--- config.mk ---
export PLATFORM = sky130hd
export DESIGN_NAME = dmem_arbiter
export DESIGN_NICKNAME = d
export VERILOG_FILES = /design/src/rtl/dmem_pkg.sv /design/src/rtl/dmem_arb_grant.sv /design/src/rtl/dmem_arbiter.sv
export SDC_FILE = /design/constraint.sdc
export NUM_CORES = 1
export LEC_CHECK = 0
export CAP_MARGIN = 0
export CELL_PAD_IN_SITES_DETAIL_PLACEMENT = 0
export CELL_PAD_IN_SITES_GLOBAL_PLACEMENT = 1
export CORE_MARGIN = 5
export CORE_UTILIZATION = 29
export CTS_CLUSTER_DIAMETER = 60
export DETAILED_ROUTE_END_ITERATION = 10
export GPL_ROUTABILITY_DRIVEN = 0
export GPL_TIMING_DRIVEN = 0
export PLACE_DENSITY_LB_ADDON = 0.08
export SYNTH_ARGS = -nofsm -noshare
export SYNTH_HDL_FRONTEND = slang
export SYNTH_HIERARCHICAL = 1
export SYNTH_SLANG_ARGS = --single-unit
export TNS_END_PERCENT = 10
--- constraint.sdc ---
create_clock -name clk -period 2.5 [get_ports clk]
set_clock_uncertainty 0.05 [all_clocks]
set_input_delay 0.625 -clock clk [delete_from_list [all_inputs] [get_ports clk]]
set_output_delay 0.625 -clock clk [all_outputs]
set_load 0.02 [all_outputs]
--- src/rtl/dmem_pkg.sv ---
// Shared types and constants for the two-master data-RAM arbiter.
// Holds the FSM state enum, master id type, RAM geometry and the address check.
package dmem_pkg;

  localparam int DEPTH = 32;
  localparam int AW    = 5;

  typedef enum logic [1:0] {
    IDLE   = 2'd0,
    ACCESS = 2'd1,
    RESP   = 2'd2
  } state_t;

  typedef logic master_id_t;
  localparam master_id_t M_CPU = 1'b0;
  localparam master_id_t M_DBG = 1'b1;

  // Word aligned and inside the RAM's byte range.
  function automatic logic addr_ok(input logic [31:0] addr);
    return (addr[1:0] == 2'b00) && (addr < 32'(DEPTH * 4));
  endfunction

endpackage

--- src/rtl/dmem_arb_grant.sv ---
// Grant logic for the two-master data-RAM arbiter.
// DMEM_ARB_RR_EN defined: round-robin with a priority pointer that flips to the
// non-winner on every grant. Undefined: fixed priority, m0 always wins.
module dmem_arb_grant
  import dmem_pkg::*;
(
  input  logic clk,
  input  logic rst_n,
  input  logic i_m0_valid,
  input  logic i_m1_valid,
  input  logic i_arb_en,
  output logic o_grant0,
  output logic o_grant1
);

`ifdef DMEM_ARB_RR_EN
  master_id_t r_prio;

  // Grant the preferred master if it asks, otherwise the other one.
  always_comb begin
    o_grant0 = 1'b0;
    o_grant1 = 1'b0;
    if (i_arb_en) begin
      if (r_prio == M_CPU) begin
        o_grant0 = i_m0_valid;
        o_grant1 = i_m1_valid && !i_m0_valid;
      end else begin
        o_grant1 = i_m1_valid;
        o_grant0 = i_m0_valid && !i_m1_valid;
      end
    end
  end

  // Pointer moves to the master that lost (or did not ask) on each grant.
  always_ff @(posedge clk or negedge rst_n) begin
    if (!rst_n) begin
      r_prio <= M_CPU;
    end else if (o_grant0) begin
      r_prio <= M_DBG;
    end else if (o_grant1) begin
      r_prio <= M_CPU;
    end
  end
`else
  // Fixed priority needs no state; clk/rst_n are kept for a uniform port list.
  logic w_unused;
  assign w_unused = &{1'b0, clk, rst_n};

  // CPU always wins; debug port only when the CPU is silent.
  always_comb begin
    o_grant0 = i_arb_en && i_m0_valid;
    o_grant1 = i_arb_en && i_m1_valid && !i_m0_valid;
  end
`endif

endmodule

--- src/rtl/dmem_arbiter.sv ---
// Two-master arbiter/sequencer for the single-port 32x32 data RAM.
// IDLE accepts one request, ACCESS drives one RAM cycle, RESP returns the result.
// Optional macro DMEM_ARB_RR_EN selects round-robin instead of fixed m0 priority.
module dmem_arbiter
  import dmem_pkg::*;
(
  input  logic        clk,
  input  logic        rst_n,
  input  logic        m0_req_valid,
  output logic        m0_req_ready,
  input  logic        m0_req_write,
  input  logic [31:0] m0_req_addr,
  input  logic [31:0] m0_req_wdata,
  output logic        m0_rsp_valid,
  output logic [31:0] m0_rsp_rdata,
  output logic        m0_rsp_err,
  input  logic        m1_req_valid,
  output logic        m1_req_ready,
  input  logic        m1_req_write,
  input  logic [31:0] m1_req_addr,
  input  logic [31:0] m1_req_wdata,
  output logic        m1_rsp_valid,
  output logic [31:0] m1_rsp_rdata,
  output logic        m1_rsp_err,
  output logic [31:0] ram_address,
  output logic [31:0] ram_writedata,
  output logic        ram_write_en,
  output logic        ram_read_en,
  input  logic [31:0] ram_readdata
);

  state_t      r_state;
  state_t      w_state_next;
  logic [31:0] r_addr;
  logic [31:0] r_wdata;
  logic        r_write;
  master_id_t  r_owner;
  logic [31:0] r_rdata;
  logic        r_err;
  logic        w_arb_en;
  logic        w_grant0;
  logic        w_grant1;
  logic        w_addr_ok;

  // Ready is gated by rst_n so every output reads 0 while reset is held.
  assign w_arb_en  = (r_state == IDLE) && rst_n;
  assign w_addr_ok = addr_ok(r_addr);

  dmem_arb_grant u_grant (
    .clk        (clk),
    .rst_n      (rst_n),
    .i_m0_valid (m0_req_valid),
    .i_m1_valid (m1_req_valid),
    .i_arb_en   (w_arb_en),
    .o_grant0   (w_grant0),
    .o_grant1   (w_grant1)
  );

  assign m0_req_ready = w_grant0;
  assign m1_req_ready = w_grant1;

  // Next-state: IDLE waits for a grant, then ACCESS and RESP take one cycle each.
  always_comb begin
    w_state_next = r_state;
    case (r_state)
      IDLE:    if (w_grant0 || w_grant1) w_state_next = ACCESS;
      ACCESS:  w_state_next = RESP;
      RESP:    w_state_next = IDLE;
      default: w_state_next = IDLE;
    endcase
  end

  // State register.
  always_ff @(posedge clk or negedge rst_n) begin
    if (!rst_n) begin
      r_state <= IDLE;
    end else begin
      r_state <= w_state_next;
    end
  end

  // Latch the winning request in IDLE; capture result at the end of ACCESS.
  always_ff @(posedge clk or negedge rst_n) begin
    if (!rst_n) begin
      r_addr  <= '0;
      r_wdata <= '0;
      r_write <= 1'b0;
      r_owner <= M_CPU;
      r_rdata <= '0;
      r_err   <= 1'b0;
    end else begin
      if (w_grant1) begin
        r_addr  <= m1_req_addr;
        r_wdata <= m1_req_wdata;
        r_write <= m1_req_write;
        r_owner <= M_DBG;
      end else if (w_grant0) begin
        r_addr  <= m0_req_addr;
        r_wdata <= m0_req_wdata;
        r_write <= m0_req_write;
        r_owner <= M_CPU;
      end
      if (r_state == ACCESS) begin
        r_err   <= !w_addr_ok;
        r_rdata <= (w_addr_ok && !r_write) ? ram_readdata : 32'd0;
      end
    end
  end

  // RAM port is driven only during ACCESS of a legal address; zero otherwise.
  always_comb begin
    ram_address   = '0;
    ram_writedata = '0;
    ram_write_en  = 1'b0;
    ram_read_en   = 1'b0;
    if ((r_state == ACCESS) && w_addr_ok) begin
      ram_address   = {{(32 - AW){1'b0}}, r_addr[AW+1:2]};
      ram_writedata = r_wdata;
      ram_write_en  = r_write;
      ram_read_en   = !r_write;
    end
  end

  // Response goes only to the owner of the latched request, during RESP.
  always_comb begin
    m0_rsp_valid = 1'b0;
    m0_rsp_rdata = '0;
    m0_rsp_err   = 1'b0;
    m1_rsp_valid = 1'b0;
    m1_rsp_rdata = '0;
    m1_rsp_err   = 1'b0;
    if (r_state == RESP) begin
      if (r_owner == M_CPU) begin
        m0_rsp_valid = 1'b1;
        m0_rsp_rdata = r_rdata;
        m0_rsp_err   = r_err;
      end else begin
        m1_rsp_valid = 1'b1;
        m1_rsp_rdata = r_rdata;
        m1_rsp_err   = r_err;
      end
    end
  end

endmodule

==> results of run 1 <==
-- cell usage after synthesis (all sizes together) --
master / number / share of area
nor3b: 2 / 0.0026
a21o: 1 / 0.0013
nor3: 41 / 0.035
nor2: 1 / 0.00064
nand4: 2 / 0.0043
o21ai: 65 / 0.056
nor4: 6 / 0.0096
buf: 46 / 0.054
inv: 72 / 0.046
mux2i: 65 / 0.11
clkbuf: 31 / 0.020
nand2b: 1 / 0.0011
conb: 1 / 0.00064
nand2: 97 / 0.062
o22a: 1 / 0.0015
dfrtp: 101 / 0.43
o41ai: 32 / 0.086
and3b: 2 / 0.0030
and2: 67 / 0.072
-- power by group through the flow --
stage                     clock (mW)  combinational (mW)  sequential [mW]
after CTS                       1.61                1.46             2.34
after floorplan                    0               0.846             2.24
after global placement             0                1.36             2.31
after global routing            1.69                1.72             2.40
final                           1.55                1.52             2.35
after detailed placement           0                1.38             2.31
-- path summary, 6_finish.rpt --
check | end | depth (start not counted) | start | slack [ps]
min in group clk | r_rdata[26] | 2 | r_rdata[26] | 440
worst max register to register | r_wdata[16] | 5 | r_state[0] | 430
worst min-delay path | r_addr[18] | 1 | rst_n | 50
worst min register to register | r_rdata[26] | 2 | r_rdata[26] | 440
worst max-delay path | ram_writedata[14] | 6 | r_addr[15] | -110
max in group asynchronous | r_state[0] | 2 | rst_n | 1820
-- registers in the layout, summed over array words and instances, names as in the netlist --
name,flops
r_err,1
r_state,2
r_wdata,32
r_owner,1
r_rdata,32
r_write,1
r_addr,32
-- layer usage --
| metal | wire length (µm) | vias up |
|---|---|---|
| li1 | - | 2708 |
| met1 | 9020 | 2519 |
| met2 | 10100 | 193 |
| met3 | 1460 | 18 |
| met4 | 267 | 2 |
| met5 | 13 | - |
-- worst reg2reg max path, cell delays in order (launching register included) --
cell      delay (ps)
dfrtp_2          480
nor3b_4          230
and3b_2          280
clkbuf_2         290
clkbuf_1         410
o21ai_0          190
-- logic make-up after synthesis --
family / after synthesis / synth area share
AND/OR/NAND/NOR: 219 / 0.191
flip-flops: 101 / 0.432
multiplexers: 65 / 0.111
other: 1 / 0.000642
AO/OA/AOI/OAI: 99 / 0.145
buffers and inverters: 149 / 0.120
-- metrics by stage --
step,setup TNS [ps],instance area (µm²),cells
finish,-2920,9830,1234
CTS,-6490,9490,1232
detailed placement,-119110,9050,1205
floorplan,0,5940,660
global placement,-731000,9020,1204
global route,-6620,9830,1234
-- area by class of cell --
type / count / area [µm²] / area share
Inverter: 72 / 270 / 0.0275
Clock inverter: 7 / 97.6 / 0.00993
Timing Repair Buffer: 291 / 2700 / 0.275
Sequential cell: 101 / 2530 / 0.257
Clock buffer: 9 / 225 / 0.0229
Tap cell: 270 / 338 / 0.0344
Buffer: 74 / 544 / 0.0554
Multi-Input combinational cell: 410 / 3120 / 0.317
-- cells in the final DEF, fill, tap and decap left out, types with 3 or more instances in the layout --
master           netlist  routed
buf_12                 0       3
o21ai_0               65      65
buf_6                  3      25
clkdlybuf4s15_2        0       3
clkbuf_1              31      17
and2_1                66      66
dfrtp_1              101      98
dlygate4sd2_1          0       8
nand2_1               97      97
conb_1                 1      27
nor4_4                 0       4
buf_8                  0       3
o41ai_2               30      30
clkdlybuf4s50_1        0     164
buf_4                 27      62
mux2i_1               65      65
nor3_4                 0      18
clkbuf_2               0      47
clkbuf_16              0      12
nor3_2                 0      22
dfrtp_2                0       3
buf_2                 15      20
inv_1                 71      71
-- repair_timing --
item	CTS	global route
gates resized for setup	394	206
pin swaps	4	8
setup endpoints to repair	176	130
cloned	2	3
buffers inserted	10	1
==> results.cfg, run 1 <==
[routing]
ant_nets = 0
dr_total_vias = 5440
routed_wl_um = 20800
viasPerCell = 4.41
drcViolationCount = 0
drt_iter0_drc = 268
firstDrtPassIters = 4
wl_per_cell_um = 16.9

[timing]
setup_violations = 39
tightest_slew_ps = 822
fin_ws_ps = -107
period_needed_ps = 2610
rsz0062_at_grt = true
clock.fmax_mhz = 384
slew_headroom = 0.452
finalCritPeriodShare = 1.04
hold_viol_final = 0
drv_slew = 0
hold_slack_ps = 53.5

[synth]
yosysUniqueCellTypes = 26
yosysSeqAreaShare = 0.432
syn_area_per_cell_um2 = 9.22
synth_area_um2 = 5840
syn-instance-count = 634
yosysWarnings = 6
ys_ff_latch = 101

[clock_tree]
path_clk_slew_ps = 70
holdBufCountCts = 0
cts.path.max_buffers = 2
clock-sinks = 101
cts_tree = yes
htreeDepth = 3
numCtsBuffers = 9
clkLatencyLatePin_ps = 350
cts_root_buffer = clkbuf_16

[pwr]
power_density_nw_per_um2 = 552
seq_power_share = 0.433
p_clk_frac = 0.286
p_sw_frac = 0.329
p_int_mw = 3.64
switching_power_mw = 1.78
peakVddDrop_mv = 0.345
leakagePower_nw = 4.63
pwr-share-comb = 0.281
fin_total_pwr_mw = 5.42

[setup_path]
slowest_delay_ps = 410
cp_num_buf_inv = 3
crit_fanout = 10
worst_path_max_delay_cell = dfrtp_1
cp-start-kind = register
crit_family = simple AND/OR/NAND/NOR gates
crit_arrival_ps = 1930
critical_path_required_ps = 1820
crit_type = reg2out
cp_cell_sequence = nor4_4 -> nand4_4 -> buf_12 -> buf_8 -> nor3_2 -> buf_4
worstSetupEndpointType = output pin

[floorplan]
die-area_um2 = 23100
core_area_um2 = 20000
rows = 52
fp.dieH_um = 152
die_x_um = 152
io_pins = 302
initial_utilization = 0.292

[final_layout]
nets = 1125
drive_gt1_frac = 0.288
nFillCells = 2006
num_antenna_cells = 0
fin_util = 0.491
area_growth_pct = 68.2

[run_status]
status = finished, violations left
violations = negative setup slack

[global_route]
gr-usage-met1 = 0.225
grt_util_met3 = 0.0566
grtUsageMet2 = 0.291
grt_max_degree = 28
antenna_found_initial = 1
track_usage = 0.177
grt_overflow_total = 0
grt_pass1_wl_um = 32600
grt-busiest-layer = met2
grt_pass1_vias = 5641

[placed_design]
dp_slack_ps = -1130
io_buffers = 274
hpwl_um = 15400

[flow_run]
maxCapViolCount = 0

[worst_hold_path]
hp-class = in2async
Power figures use the tool's default switching activity.
==> inputs of run 2 (changes only) <==
--- a/config.mk
+++ b/config.mk
@@ -5,7 +5,7 @@
 export SDC_FILE = /design/constraint.sdc
 export NUM_CORES = 1
 export LEC_CHECK = 0
-export CAP_MARGIN = 0
+export CAP_MARGIN = 25
 export CELL_PAD_IN_SITES_DETAIL_PLACEMENT = 0
 export CELL_PAD_IN_SITES_GLOBAL_PLACEMENT = 1
 export CORE_MARGIN = 5
==> results of run 2 <==
No change in the layout: final DEF, timing and power equal those of run 1.
==> inputs of run 3 (changes only) <==
--- a/config.mk
+++ b/config.mk
@@ -5,6 +5,7 @@
 export SDC_FILE = /design/constraint.sdc
 export NUM_CORES = 1
 export LEC_CHECK = 0
+export ABC_AREA = 0
 export CAP_MARGIN = 25
 export CELL_PAD_IN_SITES_DETAIL_PLACEMENT = 0
 export CELL_PAD_IN_SITES_GLOBAL_PLACEMENT = 1
==> results of run 3 <==
No change in the layout: final DEF, timing and power equal those of run 1.
